===== src/rtl/vp_pkg.sv =====
// vp_pkg: shared instruction format, opcodes and sequencer states for vp_instr_sequencer
package vp_pkg;
  localparam int INSTR_W = 13;
  localparam int OP_MSB = 12;
  localparam int OP_LSB = 11;
  localparam int REG_MSB = 10;
  localparam int REG_LSB = 9;
  localparam int ADDR_MSB = 8;
  localparam int ADDR_LSB = 0;
  localparam logic [1:0] OP_LOAD = 2'b00;
  localparam logic [1:0] OP_STORE = 2'b01;
  localparam logic [1:0] OP_ADD = 2'b10;
  localparam logic [1:0] OP_MUL = 2'b11;
  typedef enum logic {INIT, RUN} state_t;
endpackage


===== src/rtl/vp_instr_sequencer_if.sv =====
// vp_instr_sequencer_if: host push side and processor issue side of the sequencer
interface vp_instr_sequencer_if import vp_pkg::*; #(parameter int DEPTH = 8);
  localparam int CW = $clog2(DEPTH + 1);
  logic in_valid;
  logic [INSTR_W-1:0] in_instr;
  logic in_ready;
  logic halt;
  logic vp_set;
  logic [INSTR_W-1:0] vp_instr;
  logic vp_issue;
  logic busy;
  logic [CW-1:0] fifo_count;
  modport master(output in_valid, in_instr, halt, input in_ready, vp_set, vp_instr, vp_issue, busy, fifo_count);
  modport slave(input in_valid, in_instr, halt, output in_ready, vp_set, vp_instr, vp_issue, busy, fifo_count);
endinterface


===== src/rtl/vp_instr_fifo.sv =====
// vp_instr_fifo: synchronous instruction FIFO, active-low sync reset flushes pointers and count
module vp_instr_fifo import vp_pkg::*; #(
  parameter int DEPTH = 8
) (
  input  logic clk,
  input  logic reset,
  input  logic push,
  input  logic [INSTR_W-1:0] din,
  input  logic pop,
  output logic [INSTR_W-1:0] dout,
  output logic [$clog2(DEPTH+1)-1:0] count,
  output logic full,
  output logic empty
);
  localparam int AW = $clog2(DEPTH);
  localparam int CW = $clog2(DEPTH + 1);
  logic [INSTR_W-1:0] mem [DEPTH];
  logic [AW-1:0] wptr, rptr;
  logic wr, rd;
  assign full = count == CW'(DEPTH);
  assign empty = count == '0;
  assign wr = push && !full;
  assign rd = pop && !empty;
  assign dout = mem[rptr];
  always_ff @(posedge clk)
    if (wr) mem[wptr] <= din;
  always_ff @(posedge clk) begin
    if (!reset) begin
      wptr <= '0;
      rptr <= '0;
      count <= '0;
    end else begin
      if (wr) wptr <= wptr + 1'b1;
      if (rd) rptr <= rptr + 1'b1;
      count <= count + CW'(wr) - CW'(rd);
    end
  end
endmodule


===== src/rtl/vp_instr_sequencer.sv =====
// vp_instr_sequencer: init pulse, FIFO-buffered issue and MUL stall for vector_processor.
// Defining VP_SEQ_STATS_EN adds saturating issued_count / mul_count outputs.
module vp_instr_sequencer import vp_pkg::*; #(
  parameter int DEPTH = 8,
  parameter int MUL_LAT = 3
) (
  input logic clk,
  input logic reset,
`ifdef VP_SEQ_STATS_EN
  vp_instr_sequencer_if.slave bus,
  output logic [15:0] issued_count,
  output logic [15:0] mul_count
`else
  vp_instr_sequencer_if.slave bus
`endif
);
  localparam int SW = MUL_LAT > 1 ? $clog2(MUL_LAT) : 1;
  localparam logic [0:0] ST_INIT = INIT;
  localparam logic [0:0] ST_RUN = RUN;
  logic [0:0] state;
  logic [SW-1:0] stall;
  logic [INSTR_W-1:0] head;
  logic empty, full, issue;
  assign issue = state == ST_RUN && !empty && !bus.halt && stall == '0;
  assign bus.in_ready = state == ST_RUN && !full;
  assign bus.busy = state == ST_INIT || !empty || stall != '0;
  vp_instr_fifo #(.DEPTH(DEPTH)) u_fifo (
    .clk(clk),
    .reset(reset),
    .push(bus.in_valid && bus.in_ready),
    .din(bus.in_instr),
    .pop(issue),
    .dout(head),
    .count(bus.fifo_count),
    .full(full),
    .empty(empty)
  );
  // INIT lasts two cycles after reset: one with vp_set low-to-high, one with the pulse itself
  always_ff @(posedge clk) begin
    if (!reset) begin
      state <= ST_INIT;
      bus.vp_set <= 1'b0;
      bus.vp_issue <= 1'b0;
      bus.vp_instr <= '0;
      stall <= '0;
    end else begin
      bus.vp_set <= state == ST_INIT && !bus.vp_set;
      if (state == ST_INIT && bus.vp_set) state <= ST_RUN;
      bus.vp_issue <= issue;
      bus.vp_instr <= issue ? head : '0;
      stall <= issue && head[OP_MSB:OP_LSB] == OP_MUL ? SW'(MUL_LAT - 1) :
               stall != '0 ? stall - 1'b1 : stall;
    end
  end
`ifdef VP_SEQ_STATS_EN
  always_ff @(posedge clk) begin
    if (!reset) begin
      issued_count <= '0;
      mul_count <= '0;
    end else if (bus.vp_issue) begin
      if (issued_count != 16'hFFFF) issued_count <= issued_count + 1'b1;
      if (bus.vp_instr[OP_MSB:OP_LSB] == OP_MUL && mul_count != 16'hFFFF) mul_count <= mul_count + 1'b1;
    end
  end
`endif
endmodule


===== src/flat_wrapper.sv =====
// flat-port wrapper written by rule: the top's interface ports become plain ports
module vp_instr_sequencer_flat import vp_pkg::*;
#(
  parameter int DEPTH = 8,
  parameter int MUL_LAT = 3
)
  (clk, reset, bus_in_valid, bus_in_instr, bus_halt, bus_in_ready, bus_vp_set, bus_vp_instr, bus_vp_issue, bus_busy, bus_fifo_count);
  vp_instr_sequencer_if #(.DEPTH(DEPTH)) bus_i ();
  input logic clk;
  input logic reset;
  input wire logic [$bits(bus_i.in_valid)-1:0] bus_in_valid;
  input wire logic [$bits(bus_i.in_instr)-1:0] bus_in_instr;
  input wire logic [$bits(bus_i.halt)-1:0] bus_halt;
  output wire logic [$bits(bus_i.in_ready)-1:0] bus_in_ready;
  output wire logic [$bits(bus_i.vp_set)-1:0] bus_vp_set;
  output wire logic [$bits(bus_i.vp_instr)-1:0] bus_vp_instr;
  output wire logic [$bits(bus_i.vp_issue)-1:0] bus_vp_issue;
  output wire logic [$bits(bus_i.busy)-1:0] bus_busy;
  output wire logic [$bits(bus_i.fifo_count)-1:0] bus_fifo_count;
  assign bus_i.in_valid = bus_in_valid;
  assign bus_i.in_instr = bus_in_instr;
  assign bus_i.halt = bus_halt;
  assign bus_in_ready = bus_i.in_ready;
  assign bus_vp_set = bus_i.vp_set;
  assign bus_vp_instr = bus_i.vp_instr;
  assign bus_vp_issue = bus_i.vp_issue;
  assign bus_busy = bus_i.busy;
  assign bus_fifo_count = bus_i.fifo_count;
  vp_instr_sequencer #(.DEPTH(DEPTH), .MUL_LAT(MUL_LAT)) u_core (.clk(clk), .reset(reset), .bus(bus_i));
endmodule

===== config.mk =====
export PLATFORM = sky130hd
export DESIGN_NAME = vp_instr_sequencer_flat
export DESIGN_NICKNAME = d
export VERILOG_FILES = /design/src/rtl/vp_pkg.sv /design/src/rtl/vp_instr_sequencer_if.sv /design/src/rtl/vp_instr_fifo.sv /design/src/rtl/vp_instr_sequencer.sv /design/src/flat_wrapper.sv
export SDC_FILE = /design/constraint.sdc
export NUM_CORES = 1
export LEC_CHECK = 0
export CORE_MARGIN = 2
export CORE_UTILIZATION = 46
export CTS_BUF_LIST = sky130_fd_sc_hd__clkbuf_16
export CTS_CLUSTER_SIZE = 40
export DETAILED_ROUTE_END_ITERATION = 12
export MAX_ROUTING_LAYER = met4
export PLACE_DENSITY_LB_ADDON = 0.12
export SLEW_MARGIN = 40
export SYNTH_ARGS = -nofsm -noshare
export SYNTH_HDL_FRONTEND = slang
export SYNTH_SLANG_ARGS = --single-unit

===== constraint.sdc =====
create_clock -name clk -period 2.8 [get_ports clk]
set_input_delay 0.28 -clock clk [delete_from_list [all_inputs] [get_ports clk]]
set_output_delay 0.28 -clock clk [all_outputs]
set_load 0.1 [all_outputs]

* Word level (Yosys, flattened, before mapping)
Memories as Yosys holds them, arrays and structs flattened. A register that Yosys moved wholly into a read port is not among the register bits.
Index checks and enable logic that the tools add are counted.
** Cells by class
- Muxes and demuxes :: 6
- Eq/ne operators :: 2
- Add/subtract/negate cells :: 5
- Bitwise gates (word level) :: 2
- Reduce and logical (&&, ||, !) cells :: 22
** Operator list (number)
- logical AND 1 bit :: 10
- adder 3 x 1 -> 3 bit (second input constant) :: 2
- two-way mux 3 bit :: 2
- adder 4 x 1 -> 4 bit :: 1
- equality test 4 bit (second input constant) :: 1
- zero test 1 bit :: 4
- zero test 4 bit :: 1
- two-way mux 2 bit :: 2
- nonzero test 2 bit :: 2
- subtractor 4 x 1 -> 4 bit :: 1
- equality test 2 bit (second input constant) :: 1
- zero test 2 bit :: 1
- logical OR 1 bit :: 2
- two-way mux 1 bit :: 2
- inverter 1 bit :: 2
- AND reduction 2 bit :: 1
- OR reduction 2 bit :: 1
- subtractor 2 x 1 -> 2 bit (second input constant) :: 1
** Storage, ports and cells
- Flip-flop bits (word level) :: 28
- RAM bits :: 104
- Input bits :: 17
- Memories kept :: 1
- Output and inout bits :: 21
** Memories
- u_core.u_fifo.mem :: depth 8, width 13, read ports 1, clocked after memory_dff 1, write ports 1, line vp_instr_fifo.sv:17 : logic [INSTR_W-1:0] mem [DEPTH];

* Longest topological paths before layout
- Depth in word-level cells :: 8
- Gate-level depth with buffers :: 11
- Gate-level depth less buffers :: 11

* Modules after synthesis
A second synthesis with hierarchy kept.
** Second synthesis, totals
- Cells, all modules :: 295
- Area total of the unflattened synthesis :: 5367.6 sq um
** Modules (own cells, without submodules)
- vp_instr_fifo :: seq. area each 3383.2 sq um, instances 1, area an instance 4702.0 sq um, cells each 229
- vp_instr_sequencer :: seq. area each 360.3 sq um, instances 1, area an instance 665.6 sq um, cells each 66

* Least setup slack after synthesis
OpenSTA, ideal clock, no wires.
- Path kind :: flip-flop to flip-flop
- Start :: register u_core.u_fifo.count[2]
- End :: memory u_core.u_fifo.mem[0][0] (enable)
- Path buffers :: 0
- Clock period less this slack :: 5.804 ns
- Setup slack :: -3.004 ns
- Data required time :: 2.383 ns
- Stages on the path, launching flop included :: 6
- Arrival :: 5.387 ns
- Path through :: dfxtp_1 -> inv_1 -> ha_1 -> a21boi_0 -> nand2_1 -> nor4_1
** Between the ends
- Word-level cells in the longest chain between the ends :: 7
** RTL lines
- start, declared :: line vp_instr_fifo.sv:11 : output logic [$clog2(DEPTH+1)-1:0] count,
- start signal, assigned :: line vp_instr_fifo.sv:35 : count <= count + CW'(wr) - CW'(rd);
- equality test 4 bit :: line vp_instr_fifo.sv:20 : assign full = count == CW'(DEPTH);
- zero test 1 bit :: line vp_instr_sequencer.sv:25 : assign bus.in_ready = state == ST_RUN && !full;
- logical AND 1 bit :: line vp_instr_sequencer.sv:25
- net bus_in_ready :: line flat_wrapper.sv:14 : output wire logic [$bits(bus_i.in_ready)-1:0] bus_in_ready;
- logical AND 1 bit :: line vp_instr_sequencer.sv:30 : .push(bus.in_valid && bus.in_ready),
- logical AND 1 bit :: line vp_instr_fifo.sv:22 : assign wr = push && !full;
- two-way mux 1 bit :: line vp_instr_fifo.sv:26 : if (wr) mem[wptr] <= din;
- two-way mux 1 bit (not written as such) :: line vp_instr_fifo.sv:26
- end, declared :: line vp_instr_fifo.sv:17
The timed path passes the listed nets, and every way through them passes these cells.

* Worst setup path in the final report
- Start :: register u_core.u_fifo.count[2]
- End :: register u_core.u_fifo.count[3]
** Between the ends
- Word-level cells in the longest chain between the ends :: 7
- Elaborated cells on any way between the ends :: 13
** RTL lines (line)
- equality test 4 bit or zero test 4 bit (tied branches) :: vp_instr_fifo.sv:20, vp_instr_fifo.sv:21
- zero test 1 bit, on equally long branches
- logical AND 1 bit, on equally long branches :: vp_instr_sequencer.sv:25, vp_instr_sequencer.sv:24
- logical AND 1 bit, on equally long branches :: vp_instr_sequencer.sv:30, vp_instr_sequencer.sv:24
- logical AND 1 bit, on equally long branches :: vp_instr_fifo.sv:22, vp_instr_sequencer.sv:24
- adder 4 x 1 -> 4 bit or logical AND 1 bit (tied branches) :: vp_instr_fifo.sv:35, vp_instr_fifo.sv:23
- subtractor 4 x 1 -> 4 bit * :: vp_instr_fifo.sv:35
Mark *: on every way between the ends. The rest lies on a longest branch, timed or not.
A chain may end at the register's enable or synchronous reset.

==> results.md <==
* Critical-path top delay cell: dfxtp_4
* Number of setup buffers added after CTS at 0
* CP startpoint: u_core.u_fifo.count[2]
* First-pass GRT wire length at 14550 µm
* Leak Pwr at 2.161 nW
* WL/cell at 18.85 µm
* Synth Warn # at 0
* Final-report hold violation count at 0
* Largest net degree at the start of global routing at 17
* Worst-path clk slew at 50 ps
* Setup-failing EPs final at 0
* Width of the chip at 109.2 µm
* Max-slew violations at 0
* Netlist cell types at 38
* Antenna Nets Post-Route at 0
* CTS max path bufs at 2
* EDFF count, synth at 104
* Final WL at 9143 µm
* Sequential share of the synthesized area at 73.51%
* Final instance area at 0.006350 mm²
* Buf+Inv Stages, Crit Path at 3
* Core area at 0.01084 mm²
* CTS Hold Bufs at 0
* Reg2Reg Setup Slack at 460 ps
* Syn_nets at 296
* Vias in the first global route at 2686
* Total CTS buffers at 17
* Status: completed
* Initial DRT Pass Iterations at 4
* Headroom to the max-slew limit at 55.44%
* Die area at 0.01193 mm²
* Fin Clk Skew at 10.12 ps
* DIE HEIGHT at 109.2 µm
* Crit path depth at 12
* Layout cells sized above 1 at 31.30%
* Max Clock Freq at 427.9 MHz
* DR DRC count at 0
* IO Port Bufs at 37
* Worst R2R End: u_core.u_fifo.count[3]
* Post-synth top flop: edfxtp_1
* Syn Inst Count at 271
* DR vias at 2514
* CTS tree: yes
* CTS Sinks at 135
* Routability cong. at 0.7337
* Crit path capture: u_core.u_fifo.count[3]
* Most common cell after layout, fill and taps aside: edfxtp_1
* Vias per inst at 5.184
* TNS Setup at 0 ps
* Number of max-cap violations at 0
* Total GRT Usage at 18.02%
* Fin crit period at 2337 ps
* Slowest stage delay, CP at 340 ps
* Worst reg-to-reg path cell count at 12
* Pwr Density at 809.8 mW/mm²
* IO Pins at 38
* Clk Latency, worst-skew pair at 410 ps
* Antenna violations before repair at 0
* Critical-path cell list: inv_1 -> ha_1 -> nor3b_1 -> buf_4 -> nor3_4 -> nor2b_1 -> inv_1 -> ha_1 -> a21o_1 -> a21oi_1 -> xor2_1 -> and2_1
* Slew @ Worst Pin at 667.6 ps
* Final cell count without fillers at 485
* Most frequent cells in the layout: edfxtp_1, buf_4, dfxtp_1
* Max Fanout on Critical Path at 3
* Asr flop ratio synth at 0%
* Final net count at 357
* Final period util at 83.46%
* Maximum VDD drop at 647.3 µV
* Drt initial violations at 139
* CP Capture Type: flop
* Worst R2R Start: u_core.u_fifo.count[2]
* H-tree depth at 4
* CP startpoint kind: flop
* GR Overflow Total at 0
* Crit path kind: flop to flop
* Area grow syn2layout at 24.69%
* Fill count at 816
* Critical path data required time at 3100 ps
* Register bit total from synthesis at 135
* Crit path max-delay family: simple AND/OR/NAND/NOR gates
* Hold Crit Class: flop to flop
* Final HPWL DP at 5632 µm
* Clk root buf: clkbuf_16
* Data arrival time of the critical path at 2630 ps
* Cell Area, Placed at 0.005738 mm²
* Dpl cells at 453
* Post-Syn Area at 0.005092 mm²
* Initial core utilization at 46.98%
* Syn avg cell area at 18.79 µm²
* # rows at 38
* N_diodes at 0
* RSZ-0062 raised after global routing: false
* Post-CTS sizing at 0
==> sequential cells by signal (all words and copies together) (netlist names), named ones only <==
| signal | count |
|---|---|
| u_core.bus.vp_instr | 13 |
| u_core.bus.vp_issue | 1 |
| u_core.bus.vp_set | 1 |
| u_core.stall | 2 |
| u_core.state | 1 |
| u_core.u_fifo.count | 4 |
| u_core.u_fifo.mem | 104 |
| u_core.u_fifo.rptr | 3 |
| u_core.u_fifo.wptr | 3 |
==> area by class of cell <==
class,instances,area [µm²],area share (%)
Timing Repair Buffer,53,450.4,7.094
Sequential cell,135,3755,59.13
Tap cell,140,175.2,2.759
Clock inverter,15,186.4,2.936
Inverter,7,26.28,0.4138
Multi-Input combinational cell,118,1331,20.97
Clock buffer,17,425.4,6.700
==> cells in the mapped netlist (all sizes together) (2+ instances only) <==
cell type | count | area, µm²
edfxtp | 104 | 3123
dfxtp | 31 | 620.6
mux4 | 25 | 563.0
nor2 | 16 | 60.06
mux2i | 15 | 150.1
and2 | 9 | 56.30
buf | 8 | 47.54
ha | 7 | 87.58
inv | 7 | 26.28
nor2b | 6 | 37.54
nand2 | 5 | 21.27
nor3 | 5 | 36.29
xor2 | 5 | 43.79
clkbuf | 3 | 11.26
a21oi | 2 | 10.01
and3 | 2 | 12.51
nand2b | 2 | 12.51
nand3 | 2 | 10.01
nor3b | 2 | 15.01
xnor2 | 2 | 17.52
==> worst register-to-register path, delay by kind of cell, from the launching register on <==
family                     cells  cell delay [ps]
and+or+nand+nor                4              720
DFF                            1              340
buffers and inverters          3              280
adders and majority gates      2              450
AOI/OAI and AO/OA              2              360
xor gates and xnor gates       1               80
==> how the worst min path moves through the flow <==
stage,from,to,cells past startpoint
2_1_floorplan,bus_in_instr[0],u_core.u_fifo.mem[0][0],0
3_3_place_gp,u_core.bus.vp_set,u_core.bus.vp_set,1
3_5_place_dp,u_core.bus.vp_set,u_core.bus.vp_set,1
4_1_cts,u_core.bus.vp_set,u_core.bus.vp_set,1
5_1_grt,u_core.bus.vp_set,u_core.bus.vp_set,1
6_report,u_core.bus.vp_set,u_core.bus.vp_set,1
==> per-layer routing <==
layer  GRT usage [%]  vias to the layer above  share of wire [%]
li1                -                     1169                  -
met3           6.037                       14                4.2
met4           7.233                        0                1.6
met1           21.94                     1276                 43
met5               -                        -                  0
met2           27.95                       55                 51
==> per-stage QoR <==
stage | util (%) | setup slack (ps) | hold slack [ps] | total power, W
floorplan | - | 10.17 | 378.9 | 0.002738
global placement | 52.93 | 482.7 | 448.9 | 0.002901
detailed placement | 52.93 | 454.6 | 448.2 | 0.002907
CTS | 58.58 | 439.5 | 459.8 | 0.005194
global route | 58.58 | 241.2 | 487.8 | 0.005327
finish | 58.58 | 463.1 | 453.4 | 0.005142
==> cell families after synthesis <==
family                     after synthesis  share of synthesized area [%]
buffers and inverters                   18                          1.671
and+or+nand+nor                         54                          6.093
DFF                                    135                          73.51
muxes                                   41                          14.23
AOI/OAI and AO/OA                        8                          1.180
adders and majority gates                8                          2.113
xor gates and xnor gates                 7                          1.204
==> report_power, final <==
group | internal (W) | switching [W] | leakage (nW)
clock network | 0.00148 | 0.000805 | 0.295
registers | 0.00221 | 0.0000417 | 1.19
logic | 0.000222 | 0.000388 | 0.675
Note: power is estimated with default switching activity, not from simulation.
